==> config.mk <==
export PLATFORM = sky130hd
export DESIGN_NAME = ksa_addsub_pipe
export DESIGN_NICKNAME = d
export VERILOG_FILES = /design/src/rtl/ksa_addsub_pipe.sv
export SDC_FILE = /design/constraint.sdc
export NUM_CORES = 1
export LEC_CHECK = 0
export CORE_MARGIN = 1.5
export CORE_UTILIZATION = 51
export CTS_CLUSTER_DIAMETER = 80
export DETAILED_ROUTE_END_ITERATION = 8
export PLACE_DENSITY_LB_ADDON = 0.3
export RECOVER_POWER = 25
export SYNTH_ARGS = -nofsm -noshare
export SYNTH_HDL_FRONTEND = slang
export SYNTH_SLANG_ARGS = --single-unit
==> constraint.sdc <==
create_clock -name i_clk -period 1.9 [get_ports i_clk]
set_clock_uncertainty 0.15 [all_clocks]
set_input_delay 0.285 -clock i_clk [delete_from_list [all_inputs] [get_ports i_clk]]
set_output_delay 0.285 -clock i_clk [all_outputs]
set_load 0.1 [all_outputs]
==> src/rtl/ksa_addsub_pipe.sv <==
// Pipelined Kogge-Stone add/sub with NZCV flags. Latency is PIPE_STAGES+1 cycles when not stalled.
// Backpressure: a stage advances when the stage after it is empty or advancing, so the ready chain is combinational.
module ksa_addsub_pipe #(
  parameter int DATA_W      = 32,
  parameter int PIPE_STAGES = 2,
  parameter int TAG_W       = 5
) (
  input  logic              i_clk,
  input  logic              i_rst_n,
  input  logic              i_valid,
  output logic              o_ready,
  input  logic [DATA_W-1:0] i_a,
  input  logic [DATA_W-1:0] i_b,
  input  logic              i_cin,
  input  logic              i_sub,
  input  logic [TAG_W-1:0]  i_tag,
  output logic              o_valid,
  input  logic              i_ready,
  output logic [DATA_W-1:0] o_sum,
  output logic [TAG_W-1:0]  o_tag,
  output logic              o_n,
  output logic              o_z,
  output logic              o_c,
  output logic              o_v
);

  localparam int LEVELS = $clog2(DATA_W);
  localparam int NS     = PIPE_STAGES + 1;

  typedef struct packed {
    logic [DATA_W-1:0] g;
    logic [DATA_W-1:0] gp;
    logic [DATA_W-1:0] p;
    logic              c0;
    logic              a_msb;
    logic              b_msb;
    logic [TAG_W-1:0]  tag;
  } pfx_t;

  // Pipeline register s sits after prefix boundary floor(s*LEVELS/NS); 0 means no register there.
  function automatic int stage_at(input int b);
    int s_hit;
    s_hit = 0;
    for (int s = 1; s <= PIPE_STAGES; s++)
      if ((s * LEVELS) / NS == b) s_hit = s;
    return s_hit;
  endfunction

  function automatic pfx_t combine(input pfx_t x, input int d);
    pfx_t y;
    y    = x;
    y.g  = x.g | (x.gp & (x.g << d));
    y.gp = x.gp & (x.gp << d);
    return y;
  endfunction

  logic [NS:1] vld_q;
  logic [NS:1] vin;
  logic [NS:1] rdy;
  logic [NS:1] load;

  always_comb begin : ready_chain
    logic acc;
    acc = i_ready;
    rdy = '0;
    for (int s = NS; s >= 1; s--) begin
      acc    = acc | ~vld_q[s];
      rdy[s] = acc;
    end
  end

  assign vin     = NS'({vld_q, i_valid});
  assign load    = vin & rdy;
  assign o_ready = rdy[1];
  assign o_valid = vld_q[NS];

  always_ff @(posedge i_clk or negedge i_rst_n) begin
    if (!i_rst_n) vld_q <= '0;
    else          vld_q <= (vld_q & ~rdy) | (vin & rdy);
  end

  logic [DATA_W-1:0] b_eff;
  logic              c0;
  pfx_t              pg0;

  assign b_eff = i_sub ? ~i_b : i_b;
  assign c0    = i_sub | i_cin;

  // Carry-in is absorbed into g[0]; gp[0] is cleared so no group can propagate past bit 0.
  always_comb begin
    pg0       = '0;
    pg0.p     = i_a ^ b_eff;
    pg0.g     = i_a & b_eff;
    pg0.g[0]  = (i_a[0] & b_eff[0]) | (i_a[0] & c0) | (b_eff[0] & c0);
    pg0.gp    = i_a ^ b_eff;
    pg0.gp[0] = 1'b0;
    pg0.c0    = c0;
    pg0.a_msb = i_a[DATA_W-1];
    pg0.b_msb = b_eff[DATA_W-1];
    pg0.tag   = i_tag;
  end

  pfx_t pfx_in  [0:LEVELS];
  pfx_t pfx_out [0:LEVELS];

  assign pfx_in[0] = pg0;

  for (genvar k = 1; k <= LEVELS; k++) begin : g_lvl
    assign pfx_in[k] = combine(pfx_out[k-1], 1 << (k - 1));
  end

  for (genvar b = 0; b <= LEVELS; b++) begin : g_bnd
    localparam int S = stage_at(b);
    if (S != 0) begin : g_reg
      pfx_t q;
      always_ff @(posedge i_clk or negedge i_rst_n) begin
        if (!i_rst_n)     q <= '0;
        else if (load[S]) q <= pfx_in[b];
      end
      assign pfx_out[b] = q;
    end else begin : g_wire
      assign pfx_out[b] = pfx_in[b];
    end
  end

  logic [DATA_W-1:0] sum;
  logic              ovf;

  assign sum = pfx_out[LEVELS].p ^ {pfx_out[LEVELS].g[DATA_W-2:0], pfx_out[LEVELS].c0};
  assign ovf = (pfx_out[LEVELS].a_msb == pfx_out[LEVELS].b_msb) &
               (sum[DATA_W-1] != pfx_out[LEVELS].a_msb);

  always_ff @(posedge i_clk or negedge i_rst_n) begin
    if (!i_rst_n) begin
      o_sum <= '0;
      o_tag <= '0;
      o_n   <= 1'b0;
      o_z   <= 1'b0;
      o_c   <= 1'b0;
      o_v   <= 1'b0;
    end else if (load[NS]) begin
      o_sum <= sum;
      o_tag <= pfx_out[LEVELS].tag;
      o_n   <= sum[DATA_W-1];
      o_z   <= (sum == '0);
      o_c   <= pfx_out[LEVELS].g[DATA_W-1];
      o_v   <= ovf;
    end
  end

endmodule
# ---- Word-level counts from Yosys, hierarchy flattened
# Cells that the tools add are included.
dict set report totals {
  register_bits 252
  in_bits 75
  out_inout_bits 43
  word_cells 60
}
dict set report op_classes {
  n_eq_ne 2
  mux 1
  bitwise 35
  n_reduce_logical 1
}
# op n
set ops {}
lappend ops {{$and A32 B32 Y32} 10}
lappend ops {{$or A32 B32 Y32} 5}
lappend ops {{$xor A32 B32 Y32} 2}
lappend ops {{$logic_not A32 Y1} 1}
lappend ops {{$mux W32} 1}
lappend ops {{$not A32 Y32} 1}
lappend ops {{$and A3 B3 Y3} 2}
lappend ops {{$or A1 B1 Y1} 6}
lappend ops {{$and A1 B1 Y1} 4}
lappend ops {{$not A1 Y1} 3}
lappend ops {{$not A3 Y3} 1}
lappend ops {{$or A3 B3 Y3} 1}
lappend ops {{$eq A1 B1 Y1} 1}
lappend ops {{$ne A1 B1 Y1} 1}

# ---- Depth between registers and ports, before layout
# Gate-level depths: netlist of run 1.
dict set report logic_depth {
  ltp_word 7
  depth_mapped 8
}

# ---- Worst setup path before layout of run 1
# Ideal clock, no wire load.
dict set report synth_path {
  path_type {register to register}
  from {register with a tool-made name}
  to {register g_bnd[1].g_reg.q[34] (netlist bit)}
  setup_ps 125
  arrival_time_ps 3115
  setup_slack_ps -1490
  path_stages_with_launch 7
  cell_sequence {dfrtp_1 -> nor2b_1 -> nand3_1 -> nand2_1 -> buf_2 -> clkbuf_1 -> mux2_2}
}
# element line
set synth_rtl {}
lappend synth_rtl {{end signal, assigned} 118} ;# else if (load[S]) q <= pfx_in[b];
lappend synth_rtl {{end, declared} 115} ;# pfx_t q;

# ---- Final worst setup path of run 1
dict set report layout_path {
  from {register g_bnd[3].g_reg.q[77] (netlist bit)}
  to {register o_z}
}
dict set report layout_between {
  elab_chain_cells 6
}
# element line
set layout_lines {}
lappend layout_lines {{start, declared} 115}
lappend layout_lines {{start signal, assigned} 118}
lappend layout_lines {{$and A32 B32 Y32} 52} ;# y.g = x.g | (x.gp & (x.g << d));
lappend layout_lines {{$or A32 B32 Y32 *} 52}
lappend layout_lines {{$and A32 B32 Y32} 52}
lappend layout_lines {{$or A32 B32 Y32 *} 52}
lappend layout_lines {{$xor A32 B32 Y32 *} 129} ;# assign sum = pfx_out[LEVELS].p ^ {pfx_out[LEVELS].g[DATA_W-2:0], pfx_out[LEVELS].c0};
lappend layout_lines {{$logic_not A32 Y1 *} 145} ;# o_z <= (sum == '0);
lappend layout_lines {{end signal, assigned} 145}
lappend layout_lines {{end, declared} 22} ;# output logic o_z,
# Every way passes the cells marked *; elsewhere a longest branch is shown, timed or not.
# A chain may end at the register's enable or synchronous reset.

==> flow_summary_export.csv, run 1 <==
group,metric,value,unit
synthesis,synth-warning-count,0,
route,total_vias_in_the_final_route,8356,
sta,setup_total_negative_slack,-407,ps
sta,fmaxAchievable,459,MHz
sta,rsz_0062_raised_after_global_routing,"yes",
synthesis,postSynth.asyncResetShare,100,%
route,first_iter_violations,599,
placed_design,hpwl,18700,um
global_route,grt_first_pass_wirelength,42800,um
clocking,cts.sinks,241,
synthesis,synth_commonest_cells,"sky130_fd_sc_hd__dfrtp_1, sky130_fd_sc_hd__nand2_1, sky130_fd_sc_hd__o21ai_0",
floorplanning,coreArea,21000,sq um
clocking,clock_insertion_delay_worst_skew,520,ps
route,drt_wl_total,28800,um
sta,worst-slew-pin-transition,1480,ps
sta,timing_hold_violations_final,0,
setup_path,path_max_fanout,3,
pwr,seqPwrFrac,35.2,%
setup_path,worst_setup_path_category,"flop to flop",
global_route,pin_count_of_the_biggest_net_entering_global_routing,65,
synthesis,synth-main-ff-cell,"sky130_fd_sc_hd__dfrtp_1",
final_layout,area_delta_synth_final,37.0,%
clocking,number_of_buffers_between_clock_root_and_the_deepest_sink,3,
setup_path,path_cells,"a21o_1, a21oi_4, xor2_2, nand4b_1, or4b_4, o31ai_2",
synthesis,synth.top_cells.by_area,"sky130_fd_sc_hd__dfrtp_1, sky130_fd_sc_hd__mux2_2, sky130_fd_sc_hd__o21ai_0",
pwr,ir_drop,0.764,mV
synthesis,number_of_nets_in_the_synthesized_netlist,1117,
synthesis,synth.largest_area_cell,"sky130_fd_sc_hd__dfrtp_1",
route,final_antenna_net_count,0,
synthesis,synth_cells,1010,
route,drc_errors,0,
pwr,pwr_density_cell,1530,nW/um^2
worst_hold_path,hold_class,"input pin to flop",
pwr,total_power,22.8,mW
setup_path,worst_path_dominant_cell_family,"simple AND/OR/NAND/NOR gates",
floorplanning,rows,53,
synthesis,number_of_library_cell_types_mapped_by_synthesis,33,
pwr,power.switching,8.90,mW
global_route,grt_use_total,24.5,%
global_route,use_met1,33.9,%
sta,final_count_of_negative_setup_slack_endpoints,4,
sta,hold_ws,182,ps
floorplanning,ioPinCount,118,
sta,worst_slew_margin_rel,1.46,%
sta,fin_ws,-280,ps
setup_path,worst_path_max_delay_cell,"sky130_fd_sc_hd__or4b_4",
setup_path,crit_path_end_kind,"flop",
flow_run,max-cap-violations,0,
setup_path,timing.critical_path.from_type,"flop",
final_layout,fillers,1411,
floorplanning,initial_core_util,52.0,%
global_route,grt_pass1_vias,8216,
setup_path,worstPathRequired,2190,ps
synthesis,seq_area_frac_synth,55.4,%
clocking,tritoncts_clock_tree,"done",
final_layout,antenna_cells,0,
global_route,use_met3,3.15,%
setup_path,critical_path_arrival,2470,ps
final_layout,final_layout_size_suffix_gt1_share,25.8,%
clocking,cts.reportedPaths.clkPinSlew,60,ps
clocking,inserted_clock_buffers,24,
pwr,cellInternalPower,13.9,mW
synthesis,mappedNetlistArea,10900,sq um
pwr,p_clk_share,22.8,%
synthesis,synth_most_common_cell,"sky130_fd_sc_hd__dfrtp_1",
floorplanning,die_width,149,um
route,wire_length_per_cell,19.4,um
placed_design,finalWeightedCongestion,0.837,
floorplanning,die-height,149,um
placed_design,dp_worst_setup_slack,-514,ps
pwr,proportion_of_total_power_due_to_net_switching,39.1,%
placed_design,io_buffer_count,117,
sta,finalMaxSlewViolations,0,
global_route,grt_antenna_before_repair,0,
floorplanning,floorplan.die_area,22200,sq um
run_status,run_status,"finished, violations left",
setup_path,path_buf_inv,0,
global_route,globalRouteOverflowTotal,0,
run_status,violations,"setup timing",
synthesis,synthDominantCellAreaShare,55.4,%
synthesis,post_synth.cell_area_avg,10.8,sq um
clocking,clockRootBuffer,"sky130_fd_sc_hd__clkbuf_16",
pwr,power_leakage,6.90,nW
route,post_drt_via_cell_ratio,5.64,
synthesis,synth_enable_flop_cells,0,
global_route,global_route.peak_usage_layer,"met2",
final_layout,fin_nets,1295,
global_route,use_met2,40.9,%
synthesis,ys_ff_latch,241,
placed_design,numPlacedInstances,1412,
setup_path,delay_contributed_by_the_slowest_stage_of_the_critical_path,540,ps
final_layout,final_util,71.2,%
sta,post-route-min-period,2180,ps
pwr,power_frac_comb,42.0,%
route,drt_first_pass_iters,8,
sta,final.period_utilization,115,%
placed_design,post_dp_cell_area,13400,sq um
final_layout,finalInstanceArea,14900,sq um
clocking,cts-htree-levels,1,
final_layout,final_cell_count_no_fill,1481,
worst reg2reg max path, stage by stage, from the launching register on:
cell                       delay (ps)
sky130_fd_sc_hd__dfrtp_1          430
sky130_fd_sc_hd__a21o_1           260
sky130_fd_sc_hd__a21oi_4          180
sky130_fd_sc_hd__xor2_2           180
sky130_fd_sc_hd__nand4b_1         140
sky130_fd_sc_hd__or4b_4           540
sky130_fd_sc_hd__o31ai_2          210
final cells by class:
class                           count  area, sq um  share of cell area (%)
Multi-Input combinational cell    699         4940                    33.1
Inverter                            7         26.3                   0.176
Clock inverter                     12          188                    1.26
Clock buffer                       32          682                    4.57
Sequential cell                   241         6030                    40.4
Timing Repair Buffer              215         2710                    18.2
Tap cell                          275          344                    2.31
worst paths after layout:
path                                            from                    to  slack [ps]  depth (start not counted)
min in group asynchronous                    i_rst_n  g_bnd[1].g_reg.q[80]         510                          2
max in group asynchronous                    i_rst_n             o_sum[24]         110                          3
worst max-delay path            g_bnd[3].g_reg.q[77]                   o_z        -280                          6
worst min register to register  g_bnd[3].g_reg.q[96]  g_bnd[3].g_reg.q[96]         330                          2
worst max register to register  g_bnd[3].g_reg.q[77]                   o_z        -280                          6
worst min-delay path                           i_sub   g_bnd[1].g_reg.q[7]         180                          4
per-layer routing:
layer / up-vias / wire length (um)
met5: - / 0
met4: 0 / 668
met3: 52 / 1480
met2: 243 / 14000
met1: 4197 / 12600
li1: 3864 / -
cell usage in the layout, fill, tap and decap left out, types with 3 or more instances in the layout:
master	n
sky130_fd_sc_hd__dfrtp_1	240
sky130_fd_sc_hd__nand2_1	176
sky130_fd_sc_hd__o21ai_0	110
sky130_fd_sc_hd__clkdlybuf4s50_1	72
sky130_fd_sc_hd__mux2_2	61
sky130_fd_sc_hd__buf_4	61
sky130_fd_sc_hd__a21oi_1	57
sky130_fd_sc_hd__buf_12	57
sky130_fd_sc_hd__a21o_1	54
sky130_fd_sc_hd__xor2_1	37
sky130_fd_sc_hd__o21ai_1	33
sky130_fd_sc_hd__ha_1	32
sky130_fd_sc_hd__clkbuf_16	31
sky130_fd_sc_hd__mux2_4	30
sky130_fd_sc_hd__nand4_1	25
sky130_fd_sc_hd__xnor2_1	14
sky130_fd_sc_hd__buf_6	12
sky130_fd_sc_hd__nand3_1	8
sky130_fd_sc_hd__xnor2_2	8
sky130_fd_sc_hd__inv_1	7
sky130_fd_sc_hd__nor2_1	6
sky130_fd_sc_hd__o21bai_1	6
sky130_fd_sc_hd__clkinv_2	6
sky130_fd_sc_hd__a21oi_2	5
sky130_fd_sc_hd__clkbuf_1	5
sky130_fd_sc_hd__bufinv_16	5
sky130_fd_sc_hd__xor2_2	4
sky130_fd_sc_hd__nand2_2	3
sky130_fd_sc_hd__a31oi_1	3
sky130_fd_sc_hd__nand2b_1	3
sky130_fd_sc_hd__a21oi_4	3
sky130_fd_sc_hd__clkbuf_8	3
power by group through the flow:
stage | logic (mW) | registers (mW) | clock network [mW]
after floorplan | 2.73 | 10.1 | 0
after detailed placement | 8.86 | 7.97 | 0
after CTS | 9.13 | 7.93 | 5.25
after global routing | 10.0 | 8.17 | 5.47
after global placement | 8.72 | 7.90 | 0
final | 9.56 | 8.02 | 5.20
kinds of logic (layout without fill, tap and decap cells):
family | Yosys count | count (layout) | share of synthesized area [%]
AO/OA/AOI/OAI | 278 | 278 | 14.6
flip-flops | 241 | 241 | 55.4
AND/OR/NAND/NOR | 233 | 234 | 9.12
multiplexers | 91 | 91 | 9.41
buffers and inverters | 71 | 266 | 2.58
XOR/XNOR | 64 | 64 | 5.28
adder cells (fa/ha/maj) | 32 | 32 | 3.68
sequential cells by signal, indices dropped and copies added (netlist names), named ones only:
| register | flops |
|---|---|
| o_z | 1 |
| g_bnd.g_reg.q | 198 |
| o_tag | 5 |
| o_sum | 32 |
| o_v | 1 |
| o_c | 1 |
timing repair:
item / CTS / global route
endpoints found under the hold margin: 241 / 0
resized for setup: 16 / 86
setup buffers: 8 / 9
gates cloned: 0 / 10
pin swaps: 15 / 7
hold buffers: 1 / 0
setup endpoints to repair: 4 / 81
Power figures use the tool's default switching activity.
==> inputs of run 2 (changes only) <==
CELL_PAD_IN_SITES_DETAIL_PLACEMENT = 0   (was not set)
CELL_PAD_IN_SITES_GLOBAL_PLACEMENT = 1   (was not set)
CORE_UTILIZATION = 48   (was 51)
clock period = 2.66 ns   (was 1.9 ns; I/O delays follow)
==> run 2 against run 1 <==
The flow now finishes without violations. Via count decreased by 9.4%. Final cell count decreased by 4.8%. Fmax decreased by 11%. Register-to-register slack improved by 490 ps. Combinational power decreased by 47%. Die area increased by 6.1%. Non-clock buffer count decreased by 76. Hold slack improved by 110 ps. Setup slack improved by 490 ps. Critical path type unchanged. Largest cell class unchanged.
==> flow_summary_export.csv, run 2 (same netlist as run 1, synthesis figures left out) <==
group,metric,value,unit
route,drt_first_pass_iters,5,
final_layout,largest_register,"g_bnd.g_reg.q",
placed_design,hpwl,17500,um
final_layout,antenna_cells,0,
setup_path,reg2reg_setup_slack,210,ps
floorplanning,coreArea,22000,sq um
sta,fmaxAchievable,408,MHz
worst_hold_path,hold_depth,4,
clocking,post_cts.repair.setup_buffers,0,
sta,fin_ws,209,ps
setup_path,worst_setup_path_category,"flop to flop",
floorplanning,ioPinCount,118,
pwr,ir_drop,0.515,mV
setup_path,worstPathRequired,2940,ps
clocking,clockRootBuffer,"sky130_fd_sc_hd__clkbuf_16",
final_layout,largestRegisters,"g_bnd.g_reg.q: 198 flops, o_sum: 32 flops, o_tag: 5 flops",
sta,worst_slew_margin_rel,24.3,%
final_layout,layout.cells.most_common_list,"sky130_fd_sc_hd__dfrtp_1, sky130_fd_sc_hd__nand2_1, sky130_fd_sc_hd__o21ai_0, sky130_fd_sc_hd__mux2_2, sky130_fd_sc_hd__clkdlybuf4s50_1",
global_route,pin_count_of_the_biggest_net_entering_global_routing,81,
clocking,inserted_clock_buffers,26,
route,drt_wl_total,24500,um
global_route,grt_antenna_before_repair,0,
setup_path,path_buf_inv,1,
setup_path,worst_path_max_delay_cell,"sky130_fd_sc_hd__or4b_1",
floorplanning,floorplan.die_area,23600,sq um
final_layout,area_taken_by_flip_flops_and_latches,6030,sq um
sta,final_count_of_negative_setup_slack_endpoints,0,
worst_hold_path,hold_class,"input pin to flop",
clocking,clock_insertion_delay_worst_skew,520,ps
sta,final.period_utilization,92.1,%
flow_run,max-cap-violations,0,
setup_path,path_max_fanout,3,
worst_hold_path,timing.hold.worst.start,"i_sub",
setup_path,worst_path_dominant_cell_family,"simple AND/OR/NAND/NOR gates",
placed_design,io_buffer_count,117,
worst_hold_path,worst_min_delay_path_endpoint,"g_bnd[1].g_reg.q[7]",
sta,timing_hold_violations_final,0,
setup_path,r2r.worst_path.cells,7,
setup_path,crit_path_end_kind,"flop",
setup_path,delay_contributed_by_the_slowest_stage_of_the_critical_path,540,ps
placed_design,finalWeightedCongestion,0.760,
floorplanning,rows,54,
floorplanning,die-height,154,um
clocking,tritoncts_clock_tree,"done",
sta,setup_total_negative_slack,0,ps
setup_path,critical_path_arrival,2730,ps
route,final_antenna_net_count,0,
final_layout,final_layout_size_suffix_gt1_share,18.1,%
pwr,pwr_density_cell,1060,nW/um^2
final_layout,final_cell_count_no_fill,1410,
sta,finalMaxSlewViolations,0,
sta,worst-slew-pin-transition,1140,ps
route,first_iter_violations,461,
placed_design,dp_worst_setup_slack,14.0,ps
global_route,grt_pass1_vias,7472,
run_status,run_status,"complete, no violations",
route,total_vias_in_the_final_route,7571,
floorplanning,die_width,154,um
final_layout,leading_cell_type_in_the_layout_fill_and_taps_excluded,"sky130_fd_sc_hd__dfrtp_1",
pwr,total_power,14.0,mW
placed_design,numPlacedInstances,1364,
route,drc_errors,0,
route,post_drt_via_cell_ratio,5.37,
final_layout,fin_nets,1220,
final_layout,fillers,1910,
global_route,grt_first_pass_wirelength,41000,um
final_layout,multi_input_comb_area,4600,sq um
clocking,cts.reportedPaths.clkPinSlew,60,ps
setup_path,timing.critical_path.from_type,"flop",
setup_path,path_cells,"xnor2_1, nand4_1, or4b_1, nor4b_1, buf_4, nand3_1, o31ai_2",
clocking,cts.sinks,241,
final_layout,area_delta_synth_final,20.7,%
setup_path,r2r-start,"g_bnd[3].g_reg.q[77]",
sta,post-route-min-period,2450,ps
global_route,grt_use_total,21.6,%
clocking,number_of_buffers_between_clock_root_and_the_deepest_sink,3,
pwr,power_leakage,5.99,nW
clocking,cts-htree-levels,1,
sta,rsz_0062_raised_after_global_routing,"no",
route,wire_length_per_cell,17.4,um
setup_path,worstReg2RegEnd,"o_z",
final_layout,largest_register_ffs,198,
floorplanning,initial_core_util,49.4,%
global_route,globalRouteOverflowTotal,0,
run 2: cell count changes in the layout (fill, tap and decap cells not counted), moves of 8 or more:
| cell | change |
|---|---|
| sky130_fd_sc_hd__xnor2_2 | -8 |
| sky130_fd_sc_hd__xnor2_1 | +9 |
| sky130_fd_sc_hd__buf_6 | -12 |
| sky130_fd_sc_hd__o21ai_0 | +34 |
| sky130_fd_sc_hd__o21ai_1 | -33 |
| sky130_fd_sc_hd__mux2_4 | -30 |
| sky130_fd_sc_hd__mux2_2 | +30 |
| sky130_fd_sc_hd__buf_12 | -48 |
| sky130_fd_sc_hd__buf_4 | -11 |
run 2: repair_timing:
action                                 4_1_cts  5_1_grt
endpoints found under the hold margin       72        0
hold buffers                                 1        0
resized for setup                            0        0
setup endpoints to repair                    0        0
run 2: stage by stage:
| step | instance area (sq um) | utilization, % | hold WS [ps] |
|---|---|---|---|
| after floorplan | 10900 | - | -46.6 |
| after global placement | 12400 | 56.2 | 297 |
| after detailed placement | 12400 | 56.2 | 291 |
| after CTS | 13200 | 60.0 | 298 |
| after global routing | 13100 | 59.7 | 319 |
| final | 13100 | 59.7 | 295 |
run 2: final cells by class:
class	instances	area share, %
multi-input combinational	698	35.0
sequential	241	45.9
tap	280	2.66
timing repair buffer	139	10.0
clock inverter	4	0.171
inverter	7	0.200
clock buffer	41	6.07
run 2: routing by layer:
| metal | wire length, um | global-route usage, % | vias up |
|---|---|---|---|
| met5 | 0 | 0 | - |
| met4 | 321 | 4.16 | 0 |
| met3 | 1140 | 3.07 | 28 |
| met2 | 10500 | 32.1 | 166 |
| met1 | 12500 | 33.8 | 3657 |
| li1 | - | - | 3720 |
run 2: worst reg2reg max path: stages (launching register included):
cell and delay, ps:
sky130_fd_sc_hd__dfrtp_1 410, sky130_fd_sc_hd__xnor2_1 310, sky130_fd_sc_hd__nand4_1 190, sky130_fd_sc_hd__or4b_1 540
sky130_fd_sc_hd__nor4b_1 320, sky130_fd_sc_hd__buf_4 170, sky130_fd_sc_hd__nand3_1 90, sky130_fd_sc_hd__o31ai_2 180
run 2: worst max path at each step:
stage / startpoint / endpoint / slack [ps] / cells after the start
6_report: g_bnd[3].g_reg.q[77] / o_z / 210 / 7
5_1_grt: g_bnd[3].g_reg.q[77] / o_z / 20 / 7
4_1_cts: g_bnd[3].g_reg.q[77] / o_z / 200 / 7
3_5_place_dp: i_ready / o_z / 10 / 8
3_3_place_gp: i_ready / o_z / 8 / 8
2_1_floorplan: flop / g_bnd[1].g_reg.q[34] / 80 / 6
run 2: power breakdown:
| group | switching, mW | internal, mW |
|---|---|---|
| Sequential | 0.852 | 4.62 |
| Clock | 1.39 | 2.04 |
| Combinational | 3.52 | 1.54 |
| Total | 5.76 | 8.21 |
